File: src/rtl/uart_rx.sv
// uart_rx -- 8N1-style asynchronous serial receiver.
//
// Deserialises an idle-high serial line into DLEN-bit words (LSB first,
// no parity, one stop bit) and presents them on a valid/ready stream with
// a one-word holding register.
//
// Ports:
//   clk          system clock
//   rst          synchronous active-high reset
//   i_rxs        asynchronous serial line, idle high
//   o_tvalid     received word available in the holding register
//   i_tready     consumer accepts the word in the holding register
//   o_tdata      received word
//   o_frame_err  one-cycle pulse: stop bit sampled low
//   o_overrun    one-cycle pulse: completed word dropped, holding register full
module uart_rx #(
  parameter int BAUD = 921600,
  parameter int CLKF = 100000000,
  parameter int DLEN = 8
) (
  input  logic            clk,
  input  logic            rst,
  input  logic            i_rxs,
  output logic            o_tvalid,
  input  logic            i_tready,
  output logic [DLEN-1:0] o_tdata,
  output logic            o_frame_err,
  output logic            o_overrun
);

  localparam int BAUD_LIMIT = CLKF / BAUD - 1;
  localparam int HALF_LIMIT = BAUD_LIMIT / 2;
  localparam int CW         = $clog2(BAUD_LIMIT + 1);
  localparam int BW         = $clog2(DLEN + 1);

  localparam logic [CW-1:0] BAUD_LIM = CW'(BAUD_LIMIT);
  localparam logic [CW-1:0] HALF_LIM = CW'(HALF_LIMIT);
  localparam logic [BW-1:0] LAST_BIT = BW'(DLEN - 1);

  typedef enum logic [2:0] {
    ST_IDLE  = 3'd0,
    ST_START = 3'd1,
    ST_DATA  = 3'd2,
    ST_STOP  = 3'd3,
    ST_BREAK = 3'd4
  } state_t;

  state_t          state_reg, state_next;
  logic [CW-1:0]   baud_cnt_reg, baud_cnt_next;
  logic [BW-1:0]   bit_cnt_reg, bit_cnt_next;
  logic [DLEN-1:0] shift_reg, shift_next;
  logic            deliver_reg, deliver_next;
  logic            frame_err_reg, frame_err_next;
  logic            overrun_reg;
  logic            tvalid_reg;
  logic [DLEN-1:0] tdata_reg;

  // Two-flop synchroniser; resets to the idle (high) line level so a reset
  // release never looks like a start-bit edge.
  logic rx_meta_reg, rx_s;

  always_ff @(posedge clk) begin
    if (rst) begin
      rx_meta_reg <= 1'b1;
      rx_s        <= 1'b1;
    end else begin
      rx_meta_reg <= i_rxs;
      rx_s        <= rx_meta_reg;
    end
  end

  // State and datapath registers
  always_ff @(posedge clk) begin
    if (rst) begin
      state_reg     <= ST_IDLE;
      baud_cnt_reg  <= '0;
      bit_cnt_reg   <= '0;
      shift_reg     <= '0;
      deliver_reg   <= 1'b0;
      frame_err_reg <= 1'b0;
    end else begin
      state_reg     <= state_next;
      baud_cnt_reg  <= baud_cnt_next;
      bit_cnt_reg   <= bit_cnt_next;
      shift_reg     <= shift_next;
      deliver_reg   <= deliver_next;
      frame_err_reg <= frame_err_next;
    end
  end

  // Next-state logic. Counters default to zero, so every transition and the
  // IDLE/BREAK states leave them cleared without extra assignments.
  always_comb begin
    state_next     = state_reg;
    baud_cnt_next  = '0;
    bit_cnt_next   = '0;
    shift_next     = shift_reg;
    deliver_next   = 1'b0;
    frame_err_next = 1'b0;
    case (state_reg)
      ST_IDLE: begin
        if (!rx_s) state_next = ST_START;
      end
      ST_START: begin
        // Re-check the line at mid start bit to reject short glitches.
        if (baud_cnt_reg == HALF_LIM) begin
          state_next = rx_s ? ST_IDLE : ST_DATA;
        end else begin
          baud_cnt_next = baud_cnt_reg + CW'(1);
        end
      end
      ST_DATA: begin
        bit_cnt_next = bit_cnt_reg;
        if (baud_cnt_reg == BAUD_LIM) begin
          // LSB arrives first: shifting right leaves it at bit 0 after DLEN samples.
          shift_next = {rx_s, shift_reg[DLEN-1:1]};
          if (bit_cnt_reg == LAST_BIT) begin
            state_next   = ST_STOP;
            bit_cnt_next = '0;
          end else begin
            bit_cnt_next = bit_cnt_reg + BW'(1);
          end
        end else begin
          baud_cnt_next = baud_cnt_reg + CW'(1);
        end
      end
      ST_STOP: begin
        if (baud_cnt_reg == BAUD_LIM) begin
          // Leave at mid stop bit so a back-to-back start edge is not missed.
          if (rx_s) begin
            deliver_next = 1'b1;
            state_next   = ST_IDLE;
          end else begin
            frame_err_next = 1'b1;
            state_next     = ST_BREAK;
          end
        end else begin
          baud_cnt_next = baud_cnt_reg + CW'(1);
        end
      end
      ST_BREAK: begin
        // A held-low line must return high before another frame is decoded.
        if (rx_s) state_next = ST_IDLE;
      end
      default: state_next = ST_IDLE;
    endcase
  end

  // Holding register and stream handshake. A delivery may reload the register
  // in the same cycle the consumer takes the old word.
  always_ff @(posedge clk) begin
    if (rst) begin
      tvalid_reg  <= 1'b0;
      tdata_reg   <= '0;
      overrun_reg <= 1'b0;
    end else begin
      overrun_reg <= 1'b0;
      if (deliver_reg && (!tvalid_reg || i_tready)) begin
        tvalid_reg <= 1'b1;
        tdata_reg  <= shift_reg;
      end else begin
        if (tvalid_reg && i_tready) tvalid_reg <= 1'b0;
        if (deliver_reg) overrun_reg <= 1'b1;
      end
    end
  end

  assign o_tvalid    = tvalid_reg;
  assign o_tdata     = tdata_reg;
  assign o_frame_err = frame_err_reg;
  assign o_overrun   = overrun_reg;

endmodule

File: config.mk
export PLATFORM = sky130hd
export DESIGN_NAME = uart_rx
export DESIGN_NICKNAME = d
export VERILOG_FILES = /design/src/rtl/uart_rx.sv
export SDC_FILE = /design/constraint.sdc
export NUM_CORES = 1
export LEC_CHECK = 0
export CAP_MARGIN = 20
export CORE_UTILIZATION = 50
export CTS_CLUSTER_DIAMETER = 40
export DETAILED_ROUTE_END_ITERATION = 16
export PLACE_DENSITY = 0.82
export SLEW_MARGIN = 20
export SYNTH_ARGS = -nofsm -noshare
export SYNTH_HDL_FRONTEND = slang
export SYNTH_SLANG_ARGS = --single-unit
File: constraint.sdc
create_clock -name clk -period 2.7 [get_ports clk]
set_input_delay 0.81 -clock clk [delete_from_list [all_inputs] [get_ports clk]]
set_output_delay 0.81 -clock clk [all_outputs]
set_load 0.01 [all_outputs]
-- Word-level counts from Yosys, hierarchy flattened
Cells that the tools add are included.
- register bits after elaboration: 36
- latch bits: 0
- RAM bits: 0
- ROM bits: 0
- bits of input ports: 4
- logic and storage cells: 59
- memories kept: 0
- add/sub/neg operators: 2
- $mul: 0
- div/mod/pow operators: 0
- order comparisons: 0
- eq/ne operators: 13
- shift operators: 0
- multiplexer cells: 18
- bitwise logic cells: 3
- reduce and logical (&&, ||, !) cells: 12
- operator list (operator ; number):
    2-to-1 mux 3 bit ; 7
    case mux 3 bit (5 select lines) ; 1
    2-to-1 mux 7 bit ; 2
    case mux 7 bit (2 select lines) ; 1
    != test 2 bit, second input constant ; 6
    adder 7 x 1 -> 7 bit, second input constant ; 1
    == test 7 x 6 -> 1 bit, second input constant ; 1
    == test 7 bit, second input constant ; 1
    == test 3 x 2 -> 1 bit, second input constant ; 2
    AND reduction 6 bit ; 1
    OR reduction 2 bit ; 3
    2-to-1 mux 1 bit ; 5
    adder 4 x 1 -> 4 bit, second input constant ; 1
    == test 4 x 3 -> 1 bit, second input constant ; 1
    2-to-1 mux 4 bit ; 1
    == test 3 x 1 -> 1 bit, second input constant ; 1
    == test 3 bit, second input constant ; 1
    zero test 3 bit ; 1
    inverter 1 bit ; 3
    OR reduction 3 bit ; 1
    logical AND 1 bit ; 2
    2-to-1 mux 2 bit ; 1
    AND reduction 2 bit ; 1
    nonzero test 2 bit ; 1
    2 further kinds ; 2

-- Logic depth before layout (Yosys ltp)
Gate-level depths: netlist (run 1).
- word-level depth: 4
- depth in mapped cells: 7
- gate-level depth less buffers: 7

-- Worst setup path before layout (run 1)
OpenSTA, ideal clock, no wires.
- path kind: reg-to-reg
- start: reg baud_cnt_reg[0]
- end: reg state_reg[1]
- arrival time: 1639 ps
- setup slack: 990 ps
- stages on the path, launching flop included: 7
- path buffers: 0
- cell sequence: dfxtp_1 -> ha_1 -> nand2_2 -> nor4_4 -> a41o_2 -> a21boi_2 -> mux2i_1
- cells in the longest elaborated chain, start to end: 3
- ends and longest elaborated chain (item ; line ; RTL):
    start: declaration ; 49 ; logic [CW-1:0] baud_cnt_reg, baud_cnt_next;
    start signal: assignment ; 83 ; baud_cnt_reg <= baud_cnt_next;
    == test 7 bit / == test 7 x 6 -> 1 bit (equally long branches) ; 114, 128, 106 ;
    != test 2 bit (no line) ; n/a ;
    AND reduction 6 bit (no line) * ; n/a ;
    end signal: assignment ; 82 ; state_reg <= state_next;
    end: declaration ; 48 ; state_t state_reg, state_next;
Every way passes the cells marked *; elsewhere a longest branch is shown, timed or not.
A chain may end at the register's enable or synchronous reset.

-- Final worst setup path (run 1)
- start: reg tdata_reg[1] (netlist: o_tdata[1])
- end: out o_tdata[1]
- RTL lines (item ; line ; RTL):
    start: declaration ; 56 ; logic [DLEN-1:0] tdata_reg;
    start signal: assignment ; 160 ; tdata_reg <= shift_reg;
    end: declaration ; 26 ; output logic [DLEN-1:0] o_tdata,
No word-level cell between the ends.

==> results of run 1 <==
-- placed cells by master (no fill, tap or decap), types with 2 or more instances in the layout --
master / n
nor2_1: 27
mux2i_1: 18
nand2_1: 3
nor3b_1: 2
clkdlybuf4s50_1: 14
ha_1: 3
nor3_1: 6
clkbuf_4: 5
or2_2: 2
a21oi_1: 3
xnor2_1: 5
nand2b_1: 3
nor2b_1: 2
inv_1: 5
dfxtp_1: 36
buf_4: 2
nand3_1: 3
a22oi_1: 2
xor2_1: 3
o21ai_0: 2
-- power by group --
| part | switching, uW | leakage, uW | internal [uW] | total [uW] |
|---|---|---|---|---|
| combinational | 13.9 | 0.000371 | 11.8 | 25.7 |
| sequential | 3.90 | 0.000291 | 534 | 538 |
| clock | 169 | 0.0000422 | 194 | 363 |
-- cell type report --
| cell class | count | area, sq um |
|---|---|---|
| fillers | 222 | 918 |
| clock inverters | 2 | 35.0 |
| multi-input cells | 97 | 663 |
| inverters | 5 | 18.8 |
| well taps | 30 | 37.5 |
| clock buffers | 6 | 41.3 |
| flip-flops and latches | 36 | 721 |
| repair buffers | 16 | 155 |
-- path summary, 6_finish.rpt --
kind,from,endpoint,slack [ns],cells past startpoint
worst max-delay path,o_tdata[1]$_SDFFE_PP0P_,o_tdata[1],0.64,1
worst max register to register,baud_cnt_reg[0]$_SDFF_PP0_,shift_reg[1]$_SDFFE_PP0P_,0.77,7
worst min-delay path,rx_meta_reg$_SDFF_PP1_,rx_s$_SDFF_PP1_,0.42,1
worst min register to register,rx_meta_reg$_SDFF_PP1_,rx_s$_SDFF_PP1_,0.42,1
-- worst reg2reg max path: stages (launching register included) --
cell and delay, ns:
dfxtp_1 0.38, ha_1 0.23, nand2_2 0.10, nor4_4 0.20
buf_4 0.20, nand3b_1 0.38, mux2i_1 0.28, nor2_1 0.05
-- per-stage QoR --
step                power (uW)  hold WS, ns  worst slack, ns  instances
floorplan                  566        0.389            0.990        143
global placement           575        0.393            0.603        184
global route               969        0.436            0.576        192
finish                     927        0.418            0.638        192
CTS                        937        0.427            0.639        192
detailed placement         576        0.407            0.530        184
-- per-layer routing --
metal,up-vias,part of all wire,GRT usage
met1,462,0.45,0.189
li1,521,-,-
met5,-,0,0
met2,22,0.49,0.281
met3,8,0.037,0.0492
met4,0,0.024,0.107
-- logic make-up (layout without fill, tap and decap cells) --
logic type,count (synthesis),in the layout,share of synthesized area
adders and majority gates,3,3,0.0264
muxes,18,18,0.127
and+or+nand+nor,57,57,0.207
DFF,36,36,0.506
buffers and inverters,10,29,0.0281
AOI/OAI and AO/OA,11,11,0.0562
xor gates and xnor gates,8,8,0.0492
==> impl_metrics.ini, run 1 <==
[timing]
tightest_slew_ns = 0.515
period_share = 0.764
rsz0062_at_grt = no
fmax_mhz = 485
finalCriticalPeriod_ns = 2.06
maxSlewHeadroom = 0.655
fin_tns_setup_ns = 0
setup-violations-final = 0
drv_slew = 0
fin_skew_ns = 0.0144
hold_violations = 0

[placed_design]
placed_area_sq_um = 1600
gp_congestion = 0.704
io_buffers = 14
dp_hpwl_um = 1720

[synthesis]
synth_cell_types = 33
synthTopCellsByCount = dfxtp_1, nor2_1, mux2i_1
yosysWarnings = 0
avgSynthCellArea_sq_um = 9.96
ys_ff_latch = 36
synth_edf_count = 0
syn_nets = 150
synthArstFlopShare = 0
synth_top_cell_by_area = dfxtp_1
synth_top_area_share = 0.506
synthMostInstantiatedCell = dfxtp_1
synth_flop_cell = dfxtp_1
syn_inst = 143
ys_seq_area_frac = 0.506
synthTopCellsByArea = dfxtp_1, mux2i_1, nor2_1
netlist_area_sq_um = 1420

[finish]
num-nets-final = 168
final_cell_area_sq_um = 1670
diodes = 0
area_delta_synth_final_pct = 17.4
final_util = 0.645
drive_gt1_frac = 0.0988

[worst_setup_path]
crit_family = buffers and inverters
path_cells = clkdlybuf4s50_1
arrival_ns = 1.25
critPathSlowestCell = clkdlybuf4s50_1
critPathMaxFanout = 2
crit_buf_inv = 1
cp_data_required_time_ns = 1.89
path_class = register to primary output
worstSetupEndpointType = primary output
crit_path_start_kind = register
cpPeakStageDelay_ns = 0.54

[clocking]
clk_latency_ns = 0.34
cts_hold_buffers = 0
cts_max_level = 2
post_cts_resized = 0
cts_tree = yes
clkTransAtPathRegs_ns = 0.11
clockBufferDepth = 2
cts_made_buffers = 5
root_buffer = clkbuf_4
post-cts-setup-buffers = 0
clkSinkCount = 36

[floorplan]
io_pins = 15
die-height_um = 55.4
core_area_sq_um = 2590
die_x_um = 55.4
initial_core_util = 0.550
rows = 18
die-area_sq_um = 3070

[detailed_routing]
totalWireLength_um = 2300
drtIter0Drc = 29
drc = 0
vias_per_cell = 5.28
wl_per_cell_um = 12.0
num_vias = 1013
ant_nets = 0
first_pass_iters = 4

[global_routing]
grt_pass1_wl_um = 4000
grtUsageTotal = 0.169
overflow = 0
grt_max_degree = 23
antenna_found_initial = 0
grt_pass1_vias = 940

[job]
drv_cap = 0

[min_path]
min_path_type = register to register

[status]
status = finished, final reports clean

[power]
p_per_area_nw_per_um2 = 554
irDropWorstVdd_v = 0.000426
p_leak_uw = 0.000704
Power figures use the tool's default switching activity.
==> run 2: changes to the inputs <==
--- a/config.mk
+++ b/config.mk
@@ -6,10 +6,10 @@
 export NUM_CORES = 1
 export LEC_CHECK = 0
 export CAP_MARGIN = 20
-export CORE_UTILIZATION = 50
+export CORE_UTILIZATION = 49
 export CTS_CLUSTER_DIAMETER = 40
 export DETAILED_ROUTE_END_ITERATION = 16
-export PLACE_DENSITY = 0.82
+export PLACE_DENSITY = 0.83
 export SLEW_MARGIN = 20
 export SYNTH_ARGS = -nofsm -noshare
 export SYNTH_HDL_FRONTEND = slang
==> constraint.sdc (replaced) <==
create_clock -name clk -period 1.8 [get_ports clk]
set_input_delay 0.54 -clock clk [delete_from_list [all_inputs] [get_ports clk]]
set_output_delay 0.54 -clock clk [all_outputs]
set_load 0.01 [all_outputs]
==> run 2 against run 1 <==
Clock power rose by 21%. Die area rose by 2.0%. First-iteration DRC count fell by 41%. Flip-flop and latch count did not move. Critical path type unchanged. Total power rose by 39%. Core utilization fell by 2.4 points.
==> impl_metrics.ini, run 2 (synthesis gave the netlist of run 1 again) <==
[timing]
tightest_slew_ns = 0.319
finalCriticalPeriod_ns = 1.72
fin_tns_setup_ns = 0
setup-violations-final = 0
maxSlewHeadroom = 0.787
drv_slew = 0
fmax_mhz = 580
setup_ws_ns = 0.0765
period_share = 0.958
fin_skew_ns = 0.00809
hold_violations = 0
rsz0062_at_grt = no

[worst_setup_path]
crit_buf_inv = 1
worstSetupEndpointType = primary output
cp_data_required_time_ns = 1.26
path_class = register to primary output
path_cells = clkdlybuf4s50_1
crit_family = buffers and inverters
cpPeakStageDelay_ns = 0.52
critPathSlowestCell = clkdlybuf4s50_1
critPathMaxFanout = 1
crit_path_start_kind = register
arrival_ns = 1.18

[power]
power_switching_uw = 282
switching_share = 0.219
p_leak_uw = 0.000876
pwr-share-seq = 0.627
irDropWorstVdd_v = 0.000575
p_per_area_nw_per_um2 = 751
p_clk_frac = 0.342
power_frac_comb = 0.031
intPower_uw = 1000

[job]
drv_cap = 0

[clocking]
clkTransAtPathRegs_ns = 0.11
cts_tree = yes
clk_latency_ns = 0.34
cts_made_buffers = 5
post-cts-setup-buffers = 0
clockBufferDepth = 2
clkSinkCount = 36
root_buffer = clkbuf_4
cts_max_level = 2

[floorplan]
initial_core_util = 0.516
core_area_sq_um = 2760
die-area_sq_um = 3130
die_x_um = 55.9
rows = 19
die-height_um = 55.9
io_pins = 15

[detailed_routing]
wl_per_cell_um = 12.7
drtIter0Drc = 17
vias_per_cell = 5.36
ant_nets = 0
first_pass_iters = 4
totalWireLength_um = 2500
drc = 0
num_vias = 1050

[global_routing]
overflow = 0
grt_max_degree = 22
grt_pass1_wl_um = 4430
grtUsageTotal = 0.189
antenna_found_initial = 0
grt_pass1_vias = 1056

[finish]
layout_commonest_cell = dfxtp_1
area_delta_synth_final_pct = 20.4
diodes = 0
mostFrequentLayoutCells = dfxtp_1, nor2_1, mux2i_1, dlymetal6s2s_1, nor3_1
drive_gt1_frac = 0.127
num-nets-final = 171
stdcell_count = 196
final_util = 0.622
final_cell_area_sq_um = 1710
num-fill-cells = 224

[status]
status = finished, final reports clean

[placed_design]
dp_hpwl_um = 1840
io_buffers = 14
placed_cells = 188
post-place-ws_ns = 0.0774
gp_congestion = 0.891
placed_area_sq_um = 1630

[min_path]
min_path_type = register to register
run 2: worst paths after layout:
path	from	end	slack (ns)	depth (start not counted)
worst max-delay path	o_overrun$_SDFF_PP0_	o_overrun	0.08	1
worst min-delay path	rx_meta_reg$_SDFF_PP1_	rx_s$_SDFF_PP1_	0.44	1
worst max register to register	baud_cnt_reg[0]$_SDFF_PP0_	state_reg[1]$_SDFFE_PP0P_	0.14	6
worst min register to register	rx_meta_reg$_SDFF_PP1_	rx_s$_SDFF_PP1_	0.44	1
run 2: layer usage:
metal / up-vias / track usage / wire (um)
met2: 19 / 0.329 / 1290
met4: 0 / 0.105 / 36
met3: 4 / 0.0698 / 99
met5: - / 0 / 0
li1: 527 / - / -
met1: 500 / 0.196 / 1060
run 2: power by group through the flow:
| stage | registers (uW) | logic [uW] | clock network, uW |
|---|---|---|---|
| floorplan | 823 | 26.3 | 0 |
| global placement | 825 | 36.9 | 0 |
| detailed placement | 826 | 39.0 | 0 |
| CTS | 808 | 39.1 | 461 |
| global route | 809 | 44.5 | 498 |
| finish | 807 | 39.8 | 440 |
run 2: area by class of cell:
class / instances / area (sq um) / area share
Sequential cell: 36 / 721 / 0.420
Inverter: 5 / 18.8 / 0.0109
Tap cell: 31 / 38.8 / 0.0226
Multi-Input combinational cell: 97 / 666 / 0.388
Timing Repair Buffer: 19 / 209 / 0.122
Clock buffer: 6 / 51.3 / 0.0299
Clock inverter: 2 / 10.0 / 0.00584
run 2: per-stage QoR:
step	hold slack, ns	total power, uW
6_report	0.443	1290
5_1_grt	0.468	1350
4_1_cts	0.453	1310
3_5_place_dp	0.426	865
3_3_place_gp	0.395	862
2_1_floorplan	0.389	850
run 2: what timing repair did:
item                                    in CTS  in global routing
hold buffers                                 0                  0
endpoints found under the setup margin       1                 17
resized for setup                            1                  9
pin swaps                                    0                  1
==> run 3: changes to the inputs <==
--- a/config.mk
+++ b/config.mk
@@ -6,10 +6,10 @@
 export NUM_CORES = 1
 export LEC_CHECK = 0
 export CAP_MARGIN = 20
-export CORE_UTILIZATION = 49
+export CORE_UTILIZATION = 35
 export CTS_CLUSTER_DIAMETER = 40
 export DETAILED_ROUTE_END_ITERATION = 16
-export PLACE_DENSITY = 0.83
+export PLACE_DENSITY = 0.66
 export SLEW_MARGIN = 20
 export SYNTH_ARGS = -nofsm -noshare
 export SYNTH_HDL_FRONTEND = slang
==> run 3 against run 2 <==
Flip-flop and latch count did not move. First-iteration DRC count grew to 3.4 times the previous value. Worst setup slack better by 0.0084 ns.
==> impl_metrics.ini, run 3 (synthesis gave the netlist of run 1 again) <==
[worst_setup_path]
crit_buf_inv = 1
worstSetupEndpointType = primary output
critPathSlowestCell = clkdlybuf4s50_1
path_cells = clkdlybuf4s50_1
crit_family = buffers and inverters
critPathMaxFanout = 3
arrival_ns = 1.18
cp_data_required_time_ns = 1.26
crit_path_start_kind = register
cpPeakStageDelay_ns = 0.54
path_class = register to primary output

[floorplan]
die-height_um = 65.8
die-area_sq_um = 4330
die_x_um = 65.8
core_area_sq_um = 3770
io_pins = 15
initial_core_util = 0.378
rows = 22

[timing]
fin_skew_ns = 0.00382
finalCriticalPeriod_ns = 1.72
fin_tns_setup_ns = 0
fmax_mhz = 583
maxSlewHeadroom = 0.800
drv_slew = 0
hold_violations = 0
setup-violations-final = 0
period_share = 0.953
rsz0062_at_grt = no
tightest_slew_ns = 0.297

[clocking]
clkTransAtPathRegs_ns = 0.07
clkSinkCount = 36
clk_latency_ns = 0.28
cts_made_buffers = 5
root_buffer = clkbuf_8
cts_max_level = 2
cts_tree = yes
clockBufferDepth = 2

[finish]
num-nets-final = 173
mostFrequentLayoutCells = dfxtp_1, nor2_1, mux2i_1, clkdlybuf4s50_1
layout_commonest_cell = dfxtp_1
final_util = 0.474
area_delta_synth_final_pct = 25.7
diodes = 0
drive_gt1_frac = 0.138

[placed_design]
dp_hpwl_um = 1800
io_buffers = 14
gp_congestion = 0.722

[status]
status = finished, final reports clean

[detailed_routing]
totalWireLength_um = 2490
drc = 0
vias_per_cell = 4.88
num_vias = 1049
drtIter0Drc = 57
first_pass_iters = 4
wl_per_cell_um = 11.6
ant_nets = 0

[global_routing]
antenna_found_initial = 0
grt_pass1_vias = 1007
grt_max_degree = 22
grt_pass1_wl_um = 4280
grtUsageTotal = 0.137
overflow = 0

[power]
p_per_area_nw_per_um2 = 855
irDropWorstVdd_v = 0.000553
p_leak_uw = 0.000746

[job]
drv_cap = 0

[min_path]
min_path_type = register to register
## run 3: cell type report
cell class | instances | area, sq um
fillers | 347 | 1980
flip-flops and latches | 36 | 722
multi-input cells | 97 | 676
repair buffers | 21 | 205
clock buffers | 6 | 72.6
well taps | 48 | 60.1
clock inverters | 2 | 35.0
inverters | 5 | 18.8
## run 3: through the flow
| stage | worst slack [ns] | total power, uW | instances | instance area [sq um] | hold slack, ns |
|---|---|---|---|---|---|
| global placement | 0.106 | 864 | 205 | 1650 | 0.399 |
| detailed placement | 0.00385 | 866 | 205 | 1650 | 0.396 |
| global route | 0.0255 | 1600 | 215 | 1790 | 0.438 |
| floorplan | 0.0897 | 850 | 143 | 1420 | 0.389 |
| CTS | 0.0568 | 1560 | 213 | 1760 | 0.416 |
| finish | 0.0849 | 1530 | 215 | 1790 | 0.416 |
## run 3: power breakdown
| group | internal, uW | switching [uW] |
|---|---|---|
| Clock | 411 | 271 |
| Combinational | 18.1 | 21.9 |
| Sequential | 802 | 6.42 |
| Total | 1230 | 300 |
## run 3: final timing paths
| check | start | endpoint | slack (ns) | cells after the start |
|---|---|---|---|---|
| max reg2reg | baud_cnt_reg[1]$_SDFF_PP0_ | shift_reg[7]$_SDFFE_PP0P_ | 0.11 | 8 |
| min reg2reg | rx_meta_reg$_SDFF_PP1_ | rx_s$_SDFF_PP1_ | 0.42 | 1 |
| min | rx_meta_reg$_SDFF_PP1_ | rx_s$_SDFF_PP1_ | 0.42 | 1 |
| max | o_tvalid$_SDFFE_PP0P_ | o_tvalid | 0.08 | 1 |
## run 3: per-layer routing
layer  track usage  wire length [um]  share of wire
met1         0.136              1070           0.43
met4        0.0761                69          0.028
met2         0.233              1250           0.50
met3        0.0621                97          0.039
met5             0                 0              0
## run 3: repair_timing
item / CTS / global route
hold buffers: 0 / 0
pin swaps: 1 / 1
endpoints found under the setup margin: 1 / 4
buffers inserted: 0 / 2
gates cloned: 0 / 0
resized for setup: 0 / 3
